$ cat config.mk
export PLATFORM = sky130hd
export DESIGN_NAME = alu_flag_stage
export DESIGN_NICKNAME = d
export VERILOG_FILES = /design/src/rtl/alu_flag_stage.sv
export SDC_FILE = /design/constraint.sdc
export NUM_CORES = 1
export LEC_CHECK = 0
export BUFFER_PORTS_ARGS = -buffer_cell sky130_fd_sc_hd__buf_4
export CORE_MARGIN = 4
export CORE_UTILIZATION = 55
export CTS_CLUSTER_SIZE = 16
export DETAILED_ROUTE_END_ITERATION = 16
export PLACE_DENSITY = 0.82
export SYNTH_ARGS = -nofsm -noshare
export SYNTH_HDL_FRONTEND = slang
export SYNTH_SLANG_ARGS = --single-unit
export TNS_END_PERCENT = 1
$ cat constraint.sdc
create_clock -name clk -period 3.05 [get_ports clk]
set_input_delay 0.305 -clock clk [delete_from_list [all_inputs] [get_ports clk]]
set_output_delay 0.305 -clock clk [all_outputs]
set_load 0.1 [all_outputs]
$ cat src/rtl/alu_flag_stage.sv
// Retire stage behind the ALU: 2-entry skid FIFO, condition-code evaluation, architectural NZCV flags.
// Optional build macro FLAG_BYPASS_EN forwards a retiring carry to Ci in the same cycle.
module alu_flag_stage #(
    parameter int DATA_W = 32,
    parameter int RD_W   = 4
) (
    input  logic              clk,
    input  logic              rst_n,
    input  logic              flush,
    input  logic              in_valid,
    output logic              in_ready,
    input  logic [DATA_W-1:0] in_result,
    input  logic [3:0]        in_flags,
    input  logic              in_s,
    input  logic [3:0]        in_cond,
    input  logic [RD_W-1:0]   in_rd,
    output logic              out_valid,
    input  logic              out_ready,
    output logic [DATA_W-1:0] out_result,
    output logic [RD_W-1:0]   out_rd,
    output logic              out_we,
    output logic [3:0]        psr_flags,
    output logic              Ci
);
    typedef struct packed {
        logic [DATA_W-1:0] result;
        logic [3:0]        flags;
        logic              s;
        logic [3:0]        cond;
        logic [RD_W-1:0]   rd;
    } entry_t;

    entry_t     mem_q [2];
    logic       rd_ptr_q, rd_ptr_d;
    logic       wr_ptr_q, wr_ptr_d;
    logic [1:0] count_q, count_d;
    logic [3:0] psr_q, psr_d;

    entry_t head;
    logic   push, pop, pass, upd;
    logic   fn, fz, fc, fv;

    assign head      = mem_q[rd_ptr_q];
    assign in_ready  = (count_q != 2'd2);
    assign out_valid = (count_q != 2'd0);
    assign push      = in_valid & in_ready;
    assign pop       = out_valid & out_ready;
    assign {fn, fz, fc, fv} = psr_q;

    always_comb begin
        pass = 1'b0;
        case (head.cond)
            4'h0: pass = fz;
            4'h1: pass = ~fz;
            4'h2: pass = fc;
            4'h3: pass = ~fc;
            4'h4: pass = fn;
            4'h5: pass = ~fn;
            4'h6: pass = fv;
            4'h7: pass = ~fv;
            4'h8: pass = fc & ~fz;
            4'h9: pass = ~fc | fz;
            4'hA: pass = (fn == fv);
            4'hB: pass = (fn != fv);
            4'hC: pass = ~fz & (fn == fv);
            4'hD: pass = fz | (fn != fv);
            4'hE: pass = 1'b1;
            default: pass = 1'b0;
        endcase
    end

    // Outputs are zeroed when empty so stale entries never show on the bus.
    assign out_we     = out_valid & pass;
    assign out_result = out_valid ? head.result : '0;
    assign out_rd     = out_valid ? head.rd : '0;
    assign upd        = pop & head.s & pass;
    assign psr_flags  = psr_q;

`ifdef FLAG_BYPASS_EN
    assign Ci = upd ? head.flags[1] : psr_q[1];
`else
    assign Ci = psr_q[1];
`endif

    always_comb begin
        psr_d    = upd ? head.flags : psr_q;
        rd_ptr_d = rd_ptr_q ^ pop;
        wr_ptr_d = wr_ptr_q ^ push;
        count_d  = count_q + {1'b0, push} - {1'b0, pop};
        // A same-cycle pop still retires (and may update flags) before the discard.
        if (flush) begin
            rd_ptr_d = 1'b0;
            wr_ptr_d = 1'b0;
            count_d  = 2'd0;
        end
    end

    always_ff @(posedge clk or negedge rst_n) begin
        if (!rst_n) begin
            mem_q[0] <= '0;
            mem_q[1] <= '0;
            rd_ptr_q <= 1'b0;
            wr_ptr_q <= 1'b0;
            count_q  <= 2'd0;
            psr_q    <= 4'b0000;
        end else begin
            if (push) mem_q[wr_ptr_q] <= '{result: in_result, flags: in_flags, s: in_s,
                                           cond: in_cond, rd: in_rd};
            rd_ptr_q <= rd_ptr_d;
            wr_ptr_q <= wr_ptr_d;
            count_q  <= count_d;
            psr_q    <= psr_d;
        end
    end
endmodule

# Word level (Yosys, flattened, before mapping)
# Index checks and enable logic that the tools add are counted.
# op_classes
add_sub_neg	2
order_cmp	3
n_eq_ne	17
mux	12
n_bitwise	17
n_reduce_logical	3
# ops
op	n
two-way mux 45 bit	4
bitwise mux 90 bit	1
demux 45 bit (select 1 bit)	1
two-way mux 32 bit	1
== test 4 bit, second input constant	7
== test 4 x 3 -> 1 bit, second input constant	4
case mux 1 bit (15 select lines)	1
== test 4 x 2 -> 1 bit, second input constant	2
AND 1 bit	7
== test 4 x 1 -> 1 bit, second input constant	1
>= comparator 2 bit, second input constant	2
logical NOT 4 bit	1
two-way mux 4 bit	1
inverter 1 bit	4
inverter 1 -> 2 bit	2
adder 2 x 1 -> 2 bit	1
less-than comparator 2 x 1 -> 1 bit, second input constant	1
two-way mux 1 bit	2
two-way mux 2 bit	1
!= test 2 bit, second input constant	1
bitwise OR 1 bit	2
nonzero test 2 bit	1
subtractor 2 x 1 -> 2 bit	1
XOR 1 bit	2
3 further kinds	3
# word_totals
ff_bits	98
in_bits	50
out_inout_bits	44

# Longest topological paths before layout
# logic_depth
word_depth	7
ltp_mapped	9
depth_no_buf	9

# Least setup slack after synthesis
# No wires, ideal clock.
# synth_path
path_type	reg2out
from	register psr_q[3] (netlist: psr_flags[3])
to	output port out_we
arrival_ns	3.261
required_time_ns	2.745
slack_ns	-0.516
path_stages_with_launch	6
n_path_buf	0
cell_sequence	dfrtp_1 xor2_1 mux2_4 o21ai_0 a211oi_2 a21oi_1
# synth_via
elab_chain_cells	4
elab_cells_between_ends	7
cone_classes	eq/ne (2); mux (1); bitwise (4)
# synth_rtl
element	line_no	rtl
from (decl)	37	logic [3:0] psr_q, psr_d;
from (signal assigned)	112	psr_q <= psr_d;
!= test 1 bit / == test 1 bit (equally long branches)	-	
bitwise OR 1 bit / AND 1 bit (equally long branches)	66, 65	
case mux 1 bit (15 select lines) (*)	52	case (head.cond)
AND 1 bit (*)	73	assign out_we = out_valid & pass;
to (decl)	21	output logic out_we,
# Every way passes the cells marked *; elsewhere a longest branch is shown, timed or not.

# Worst setup path in the final report
# layout_path
from	register rd_ptr_q
to	output port out_we
# layout_via
elab_chain_cells	7
elab_cells_between_ends	21
cone_classes	eq/ne (14); mux (4); bitwise (2); reduce/logical (1)
# layout_rtl
element	line_no	rtl
from (decl)	34	logic rd_ptr_q, rd_ptr_d;
from (signal assigned)	109	rd_ptr_q <= rd_ptr_d;
inverter 1 -> 2 bit (not written as such) (*)	43	assign head = mem_q[rd_ptr_q];
two-way mux 45 bit (not written as such) (*) (3 in a row)	43	
== test 4 bit (tied with other cells)	52	
case mux 1 bit (15 select lines) (*)	52	
AND 1 bit (*)	73	
# Every way passes the cells marked *; elsewhere a longest branch is shown, timed or not. The select of a mux whose other input is x is not followed.

==> results_dict.tcl <==
set metrics [dict create \
    synthCells 345 \
    cts-htree-levels 3 \
    place_hpwl_mm 6.43 \
    detail_route.wl_per_cell_microns 16.9 \
    drive_gt1_share_pct 50.7 \
    timing.max_slew.rel_slack_pct 38.7 \
    source_to_sink_clock_delay_at_the_later_pin_of_the_worst_skew_pair_ns 0.36 \
    clock_root_buffer_master "sky130_fd_sc_hd__clkbuf_8" \
    drt_iter0_markers 89 \
    r2r_setup_slack_ns 0.46 \
    die_w_microns 99.0 \
    post_cts.repair.setup_buffers 0 \
    fillerInstances 573 \
    hp-class "in2async" \
    period_needed_ns 2.78 \
    timing.final.max_slew_violations 0 \
    netlist.area_leader.share_pct 53.8 \
    grt_first_pass_wirelength_mm 15.6 \
    placed_cell_area_sq_mm 0.00538 \
    finClkSkew_ns 0.0120 \
    syn-num-nets 399 \
    tightest_slew_ns 0.920 \
    drcViolationCount 0 \
    port_buffers 93 \
    synth-seq-cells 98 \
    timing.reg2reg.worst_path_depth 7 \
    replace_congestion 0.804 \
    finalCritPeriodShare_pct 91.2 \
    largest_driver_fanout_on_the_critical_path 21 \
    nets 489 \
    tritoncts "yes" \
    antenna_cells_inserted 0 \
    cts_hold_buf 0 \
    layout.core_utilization_pct 71.1 \
    synth.cell_area_sq_mm 0.00456 \
    post_synth_main_area_contributors "sky130_fd_sc_hd__dfrtp_1, sky130_fd_sc_hd__mux2_2, sky130_fd_sc_hd__mux2i_1" \
    timing.critical_path.required_ns 2.74 \
    areaGrowthSynthToFinish_pct 23.2 \
    floorplan.initialDensity_pct 57.8 \
    maximum_number_of_pins_on_one_net_before_global_route_repair 75 \
    grt_antenna_before_repair 0 \
    grt_util_all_layers_pct 19.8 \
    first_pass_iters 4 \
    critical_path.startpoint_type "register" \
    route.final.wire_length_mm 9.14 \
    antenna_violating_nets_post_route 0 \
    end_kind "primary output" \
    rsz0062_at_grt "false" \
    maxCapViolations 0 \
    ys_seq_area_share_pct 53.8 \
    ys_types 29 \
    syn_area_per_cell_sq_um 13.2 \
    path_class "reg2out" \
    arrival_time_at_the_worst_endpoint_ns 2.48 \
    fin_area_sq_mm 0.00561 \
    cts.reportedPaths.clkPinSlew_ns 0.09 \
    cts_resized 0 \
    fmax_mhz 359 \
    pre_cts_worst_setup_slack_ns 0.451 \
    holdWs_ns 0.0681 \
    cts-buffers-inserted 9 \
    floorplan.die_area_sq_mm 0.00980 \
    post-synth-top-area-cell "sky130_fd_sc_hd__dfrtp_1" \
    route.detailed.vias_per_inst 5.40 \
    die_height_microns 99.0 \
    finalWorstSetupSlack_ns 0.267 \
    floorplan.core_area_sq_mm 0.00789 \
    clock_path_buffers 2 \
    regToRegEndpoint "psr_flags[0]$_DFFE_PN0P_" \
    row_count 32 \
    grt-ovfl-total 0 \
    hold_viol_final 0 \
    outcome "complete, no violations" \
    vias_in_the_first_global_route 3215 \
    worst_r2r_startpoint "rd_ptr_q$_DFF_PN0_" \
    setup_viol 0 \
    count_of_pins_on_the_block_boundary 94 \
    numClockSinks 98 \
    detailroute.via_count 2925 \
    synth.yosys.warnings 0 \
]
## routing by layer
layer  wire (microns)  track usage, %
met5                0               0
met1             4060            25.8
met3              642            6.79
met4              102            5.57
met2             4340            31.7
## flip-flops by register name (all words and copies together) (netlist names)
name,flops
rd_ptr_q,1
mem_q,90
psr_flags,4
count_q,2
wr_ptr_q,1
## per-stage QoR
| stage | TNS (ns) | instances |
|---|---|---|
| floorplan | -2.56 | 345 |
| global placement | 0 | 526 |
| detailed placement | 0 | 526 |
| CTS | 0 | 542 |
| global route | 0 | 542 |
| finish | 0 | 542 |
## kinds of logic after synthesis
group	count (synthesis)	share of synthesized area, %
buffers and inverters	28	2.61
AO/OA/AOI/OAI	10	1.81
adder cells (fa/ha/maj)	4	1.10
XOR/XNOR	6	1.15
AND/OR/NAND/NOR	56	5.19
flip-flops	98	53.8
multiplexers	143	34.3
## cells in the final DEF (no fill, tap or decap), types with 2 or more instances in the layout
cell type / Yosys / final
sky130_fd_sc_hd__a21oi_1: 3 / 2
sky130_fd_sc_hd__dfrtp_1: 98 / 97
sky130_fd_sc_hd__ha_2: 0 / 2
sky130_fd_sc_hd__bufinv_16: 0 / 2
sky130_fd_sc_hd__clkinv_4: 0 / 2
sky130_fd_sc_hd__clkbuf_8: 0 / 10
sky130_fd_sc_hd__mux2i_1: 44 / 44
sky130_fd_sc_hd__nor2_1: 45 / 44
sky130_fd_sc_hd__nor3_1: 2 / 2
sky130_fd_sc_hd__buf_12: 0 / 2
sky130_fd_sc_hd__buf_4: 1 / 98
sky130_fd_sc_hd__nand3_1: 2 / 2
sky130_fd_sc_hd__a211oi_2: 2 / 2
sky130_fd_sc_hd__xnor2_1: 3 / 3
sky130_fd_sc_hd__ha_1: 4 / 2
sky130_fd_sc_hd__nand2_1: 2 / 2
sky130_fd_sc_hd__mux2_4: 2 / 2
sky130_fd_sc_hd__xor2_1: 3 / 3
sky130_fd_sc_hd__inv_1: 7 / 7
sky130_fd_sc_hd__mux2_2: 97 / 97
## critical path, stage by stage, from the launching register on
cell                      delay, ns
sky130_fd_sc_hd__dfrtp_2       0.45
sky130_fd_sc_hd__buf_4         0.34
sky130_fd_sc_hd__mux2_2        0.43
sky130_fd_sc_hd__nor2_1        0.11
sky130_fd_sc_hd__nand3_1       0.09
sky130_fd_sc_hd__o221a_2       0.30
sky130_fd_sc_hd__a21oi_2       0.11
sky130_fd_sc_hd__buf_4         0.29
## cell usage after synthesis
cell / instances
sky130_fd_sc_hd__dfrtp_1: 98
sky130_fd_sc_hd__mux2_2: 97
sky130_fd_sc_hd__nor2_1: 45
sky130_fd_sc_hd__mux2i_1: 44
sky130_fd_sc_hd__clkbuf_1: 14
sky130_fd_sc_hd__inv_1: 7
sky130_fd_sc_hd__ha_1: 4
sky130_fd_sc_hd__a21oi_1: 3
sky130_fd_sc_hd__buf_1: 3
sky130_fd_sc_hd__xnor2_1: 3
sky130_fd_sc_hd__xor2_1: 3
sky130_fd_sc_hd__a211oi_2: 2
sky130_fd_sc_hd__buf_2: 2
sky130_fd_sc_hd__mux2_4: 2
sky130_fd_sc_hd__nand2_1: 2
sky130_fd_sc_hd__nand3_1: 2
sky130_fd_sc_hd__nor3_1: 2
sky130_fd_sc_hd__a2111o_1: 1
sky130_fd_sc_hd__a22oi_1: 1
sky130_fd_sc_hd__and4b_1: 1
sky130_fd_sc_hd__buf_4: 1
sky130_fd_sc_hd__buf_6: 1
sky130_fd_sc_hd__nand2b_1: 1
sky130_fd_sc_hd__nor2b_1: 1
sky130_fd_sc_hd__nor3b_1: 1
sky130_fd_sc_hd__nor4bb_1: 1
sky130_fd_sc_hd__o211ai_1: 1
sky130_fd_sc_hd__o21ai_0: 1
sky130_fd_sc_hd__o221a_2: 1
## how the worst max path moves through the flow
stage,slack (ns),endpoint,from,depth (start not counted)
2_1_floorplan,-0.14,out_result[15],rd_ptr_q$_DFF_PN0_,6
3_3_place_gp,0.55,psr_flags[3]$_DFFE_PN0P_,rd_ptr_q$_DFF_PN0_,7
3_5_place_dp,0.45,psr_flags[0]$_DFFE_PN0P_,rd_ptr_q$_DFF_PN0_,7
4_1_cts,0.24,out_we,rd_ptr_q$_DFF_PN0_,7
5_1_grt,0.13,out_we,rd_ptr_q$_DFF_PN0_,7
6_report,0.27,out_we,rd_ptr_q$_DFF_PN0_,7
## cell type report
cell class	count	area (sq um)	share of cell area (%)
Clock buffer	10	138	2.45
Timing Repair Buffer	100	776	13.8
Clock inverter	6	90.1	1.61
Inverter	7	26.3	0.468
Multi-Input combinational cell	219	2000	35.7
Sequential cell	98	2450	43.7
Tap cell	102	128	2.27
Power is not shown: default switching activity piles up to over one toggle a cycle in this logic, so the estimate is an artifact.
